### config.mk
export PLATFORM = sky130hd
export DESIGN_NAME = br_redirect_ctrl
export DESIGN_NICKNAME = d
export VERILOG_FILES = /design/src/rtl/br_redirect_ctrl.sv
export SDC_FILE = /design/constraint.sdc
export NUM_CORES = 1
export LEC_CHECK = 0
export ABC_CLOCK_PERIOD_IN_PS = 13800
export CAP_MARGIN = 10
export CORE_MARGIN = 2
export CORE_UTILIZATION = 56
export CTS_BUF_LIST = sky130_fd_sc_hd__clkbuf_4 sky130_fd_sc_hd__clkbuf_8
export CTS_CLUSTER_DIAMETER = 30
export DETAILED_ROUTE_END_ITERATION = 10
export PLACE_DENSITY = 0.9
export REMOVE_ABC_BUFFERS = 1
export SLEW_MARGIN = 25
export SYNTH_ARGS = -nofsm -noshare
export SYNTH_HDL_FRONTEND = slang
export SYNTH_SLANG_ARGS = --single-unit
### constraint.sdc
create_clock -name clk -period 13.8 [get_ports clk]
set_clock_uncertainty 0.1 [all_clocks]
set_input_delay 2.07 -clock clk [delete_from_list [all_inputs] [get_ports clk]]
set_output_delay 2.07 -clock clk [all_outputs]
set_load 0.01 [all_outputs]
### src/rtl/br_redirect_ctrl.sv
`default_nettype none
// ============================================================================
// br_redirect_ctrl : dual-slot branch redirect select, predictor-update FIFO,
//                    and branch performance counters.
// Rev 1.0
// ============================================================================
module br_redirect_ctrl #(
    parameter int UPD_DEPTH = 4,
    parameter int CNT_W     = 32
) (
    input  logic             clk,
    input  logic             rstn,
    input  logic             stall,

    input  logic             EX_valid_a,
    input  logic             EX_is_br_a,
    input  logic             EX_br_pd_a,
    input  logic             EX_br_a,
    input  logic [31:0]      EX_pc_a,
    input  logic [31:0]      EX_pc_br_a,

    input  logic             EX_valid_b,
    input  logic             EX_is_br_b,
    input  logic             EX_br_pd_b,
    input  logic             EX_br_b,
    input  logic [31:0]      EX_pc_b,
    input  logic [31:0]      EX_pc_br_b,

    output logic             kill_b,
    output logic             redirect_valid,
    output logic [31:0]      redirect_pc,

    output logic             upd_valid,
    input  logic             upd_ready,
    output logic [31:0]      upd_pc,
    output logic             upd_taken,
    output logic             upd_mispred,
    output logic             upd_afull,
    output logic             upd_ovf,

    output logic [CNT_W-1:0] cnt_br,
    output logic [CNT_W-1:0] cnt_mis
);

    localparam int AW = $clog2(UPD_DEPTH);
    localparam int PW = AW + 1;

    localparam logic [0:0]  S_IDLE  = 1'b0;
    localparam logic [0:0]  S_REDIR = 1'b1;

    localparam logic [PW:0] DEPTH_C = (PW+1)'(UPD_DEPTH);
    localparam logic [PW:0] ONE_C   = (PW+1)'(1);
    localparam logic [PW:0] TWO_C   = (PW+1)'(2);

    typedef struct packed {
        logic [31:0] pc;
        logic        taken;
        logic        mis;
    } upd_rec_t;

    // ------------------------------------------------------------------
    // Event qualification and redirect selection
    // ------------------------------------------------------------------
    logic [0:0] state;
    logic       idle;
    logic       ev_a;
    logic       ev_b;
    logic       mis_a;
    logic       mis_b;
    logic       redir_go;

    assign idle     = (state == S_IDLE);
    assign ev_a     = EX_valid_a & EX_is_br_a & ~stall & idle;
    assign mis_a    = ev_a & EX_br_a;
    // An A mispredict makes B wrong-path, so B is never resolved alongside it.
    assign ev_b     = EX_valid_b & EX_is_br_b & ~stall & idle & ~mis_a;
    assign mis_b    = ev_b & EX_br_b;
    assign redir_go = mis_a | mis_b;
    assign kill_b   = mis_a & EX_valid_b;

    always_ff @(posedge clk or negedge rstn) begin
        if (!rstn) begin
            state          <= S_IDLE;
            redirect_valid <= 1'b0;
            redirect_pc    <= '0;
        end else begin
            state          <= redir_go ? S_REDIR : S_IDLE;
            redirect_valid <= redir_go;
            if (redir_go) begin
                redirect_pc <= mis_a ? EX_pc_br_a : EX_pc_br_b;
            end
        end
    end

    // ------------------------------------------------------------------
    // Predictor-update FIFO
    // ------------------------------------------------------------------
    upd_rec_t        mem [UPD_DEPTH];
    logic [PW-1:0]   wr_ptr;
    logic [PW-1:0]   rd_ptr;
    logic [AW-1:0]   wr_idx_a;
    logic [AW-1:0]   wr_idx_b;
    logic [PW:0]     used;
    logic [PW:0]     free_eff;
    logic [PW:0]     need_b;
    logic [PW:0]     used_next;
    logic            pop;
    logic            push_a;
    logic            push_b;
    logic            drop;
    upd_rec_t        rec_a;
    upd_rec_t        rec_b;
    upd_rec_t        head;

    assign upd_valid = (wr_ptr != rd_ptr);
    assign pop       = upd_valid & upd_ready;

    // Pointer difference modulo 2*DEPTH is the occupancy 0..DEPTH.
    assign used      = {1'b0, wr_ptr - rd_ptr};
    assign free_eff  = DEPTH_C - used + (PW+1)'(pop);

    // Space is granted in age order: A first, so B is the one dropped.
    assign push_a    = ev_a & (free_eff != '0);
    assign need_b    = (PW+1)'(push_a) + ONE_C;
    assign push_b    = ev_b & (free_eff >= need_b);
    assign drop      = (ev_a & ~push_a) | (ev_b & ~push_b);

    assign used_next = used + (PW+1)'(push_a) + (PW+1)'(push_b) - (PW+1)'(pop);

    assign wr_idx_a  = wr_ptr[AW-1:0];
    assign wr_idx_b  = wr_ptr[AW-1:0] + AW'(push_a);

    assign rec_a     = '{pc: EX_pc_a, taken: EX_br_pd_a ^ EX_br_a, mis: EX_br_a};
    assign rec_b     = '{pc: EX_pc_b, taken: EX_br_pd_b ^ EX_br_b, mis: EX_br_b};

    always_ff @(posedge clk) begin
        if (push_a) begin
            mem[wr_idx_a] <= rec_a;
        end
        if (push_b) begin
            mem[wr_idx_b] <= rec_b;
        end
    end

    always_ff @(posedge clk or negedge rstn) begin
        if (!rstn) begin
            wr_ptr    <= '0;
            rd_ptr    <= '0;
            upd_afull <= 1'b0;
            upd_ovf   <= 1'b0;
        end else begin
            wr_ptr    <= wr_ptr + PW'(push_a) + PW'(push_b);
            rd_ptr    <= rd_ptr + PW'(pop);
            upd_afull <= (DEPTH_C - used_next) < TWO_C;
            if (drop) begin
                upd_ovf <= 1'b1;
            end
        end
    end

    assign head        = mem[rd_ptr[AW-1:0]];
    assign upd_pc      = head.pc;
    assign upd_taken   = head.taken;
    assign upd_mispred = head.mis;

    // ------------------------------------------------------------------
    // Performance counters
    // ------------------------------------------------------------------
    always_ff @(posedge clk or negedge rstn) begin
        if (!rstn) begin
            cnt_br  <= '0;
            cnt_mis <= '0;
        end else begin
            cnt_br  <= cnt_br + CNT_W'(ev_a) + CNT_W'(ev_b);
            cnt_mis <= cnt_mis + CNT_W'(redir_go);
        end
    end

endmodule
`default_nettype wire

==> impl_metrics.toml <==
[routing]
vias = 8019
firstDrtPassIters = 4
route.detailed.drc = 0
drtAntennaViolNets = 0
drtIter0Drc = 368
routed_wl_mm = 30.3
avgViaCountPerCell = 5.70
wl_per_cell_um = 21.6

[layout]
layout.cells.non_filler = 1406
final_core_util = 0.776
n_fill_cell = 1224
antenna_cells = 0
drive_gt1_frac = 0.233
seq_area_um2 = 6710
fin_area_um2 = 15800
multiInputGateArea_um2 = 4770
layout-area-overhead-vs-synth_pct = 35.2
nets = 1261

[yosys]
avgSynthCellArea_um2 = 14.5
yosysWarnings = 0
syn_inst = 807
yosys-top-cells-count = "136 x edfxtp_1, 127 x mux2_2, 105 x dfrtp_1, 45 x nor2_1, 38 x xnor2_1"
async_reset_ff_frac = 0.436
ys_top_cells_by_area = "edfxtp_1 35%, dfrtp_1 22%, mux2_2 12%"
synth-seq-cells = 241
synth_top_area_frac = 0.350
synth_edf_count = 136
synth.distinct_cells = 48
netlist_area_um2 = 11700
synth.most_common_cell = "edfxtp_1"
synth-main-ff-cell = "edfxtp_1"
synth_area_leader_cell = "edfxtp_1"
synth.yosys.seq_area_share = 0.574

[clock_network]
clkTransAtPathRegs_ns = 0.06
clock_latency_ns = 0.54
cts_setup_buffers = 0
cts_buffer_depth = 3
cts.repair.resized = 0
root_buffer = "clkbuf_8"
cts_tree = "done"
cts_buffers = 45
cts-hold-fix-buffers = 0
cts.sinks = 241
htreeDepth = 2

[worst_setup_path]
worst_setup_path_end_kind = "flip-flop"
crit_arrival_ns = 7.41
critPathLaunch = "upd_ready"
crit_path_max_fanout = 35
required_ns = 13.94
crit_type = "input port to flip-flop"
cp-start-kind = "input port"
r2r_setup_slack_ns = 6.87
r2r-start = "rd_ptr[1]"

[timing]
hold_viol_final = 0
drv_slew = 0
setup-tns-final_ns = 0
worstMarginPinSlew_ns = 1.01
layout_min_cycle_time_ns = 7.27
fmax_mhz = 138
rsz0062_at_grt = "false"
hold_slack_ns = 0.367
setup_viol = 0
setup_ws_ns = 6.53
period_share = 0.527
relSlewSlack = 0.327

[place]
dp_cells = 1324
dpl_cell_area_um2 = 14700
port_buffers = 274
finalWeightedCongestion = 0.874
dpl_worst_slack_ns = 6.00
place_hpwl_mm = 19.5

[global_route]
grt_max_degree = 76
antenna_found_initial = 0
grt_usage = 0.277
grt_pass1_wl_mm = 47.1
grt-ovfl-total = 0
grt_pass1_vias = 8617

[min_path]
hp-start = "cnt_br[31]"
hold_path.class = "flip-flop to flip-flop"

[pwr]
power.total_mw = 2.74
power_per_cell_area_nw_per_um2 = 173
p_leak_nw = 6.18
irDropWorstVdd_v = 0.000109

[floorplan]
start_util = 0.574
fp.dieH_um = 148
io-pin-count = 275
dieArea_um2 = 22000
fp.dieW_um = 148
coreArea_um2 = 20400
rows = 52

[run]
cap_violations = 0

[run_status]
outcome = "complete, no violations"
==> final cells by class <==
cell class	count	area share
sequential	241	0.425
multi-input combinational	508	0.302
timing repair buffer	285	0.179
clock buffer	53	0.0438
clock inverter	29	0.0242
tap	270	0.0214
inverter	20	0.00475
==> registers in the layout, indices dropped and copies added, names as in the netlist <==
signal	cells
cnt_br	32
upd_afull	1
mem	136
wr_ptr	3
rd_ptr	3
upd_ovf	1
redirect_valid	1
cnt_mis	32
redirect_pc	32
==> power by group <==
part | internal, mW | switching (mW) | total, mW
sequential | 0.885 | 0.0851 | 0.970
combinational | 0.491 | 0.461 | 0.951
clock | 0.506 | 0.309 | 0.816
total | 1.88 | 0.855 | 2.74
==> placed cells by master, fill, tap and decap left out, drive strengths merged, types with 2 or more instances in the layout <==
master         count
clkdlybuf4s50    273
edfxtp           136
mux2             129
dfrtp            105
clkbuf            53
nor2              45
xnor2             38
mux2i             37
a21oi             34
mux4              34
nand3             33
xor2              30
nand2             24
inv               21
nand4             18
ha                17
clkinv            17
nor3              13
buf               12
bufinv             9
and4               6
and3               6
and2               6
nor4               6
or4                3
a2bb2oi            3
fa                 3
a211oi             3
nor4bb             2
a21o               2
clkinvlp           2
o21bai             2
==> per-layer routing <==
layer | track usage | part of all wire
met1 | 0.340 | 0.38
met2 | 0.471 | 0.50
met3 | 0.0908 | 0.095
met4 | 0.0819 | 0.021
met5 | 0 | 0
==> worst paths after layout <==
path                                   to  cells past startpoint
max                            mem[0][13]                     14
min                            cnt_br[31]                      1
max reg2reg                    mem[0][13]                     16
min reg2reg                    cnt_br[31]                      1
max in group asynchronous  redirect_pc[0]                      2
min in group asynchronous       cnt_br[9]                      1
==> critical path, cell delays in order <==
cell and delay, ns:
clkdlybuf4s50_1 0.45, nand2_1 0.07, ha_1 0.21, inv_1 0.07, ha_1 0.21, or3b_2 0.50
mux2_2 0.29, o21ai_1 0.78, ha_1 0.38, nand2b_1 0.15, a21oi_1 0.80, a2111o_2 0.91
o31ai_4 0.14, buf_4 0.33
==> kinds of logic after synthesis <==
family          share of synthesized area
fa+ha+maj                          0.0242
xor+xnor                           0.0530
flops                               0.574
buf+inv                            0.0245
mux                                 0.223
simple gates                       0.0712
compound gates                     0.0300
(Power assumes the default switching activity.)
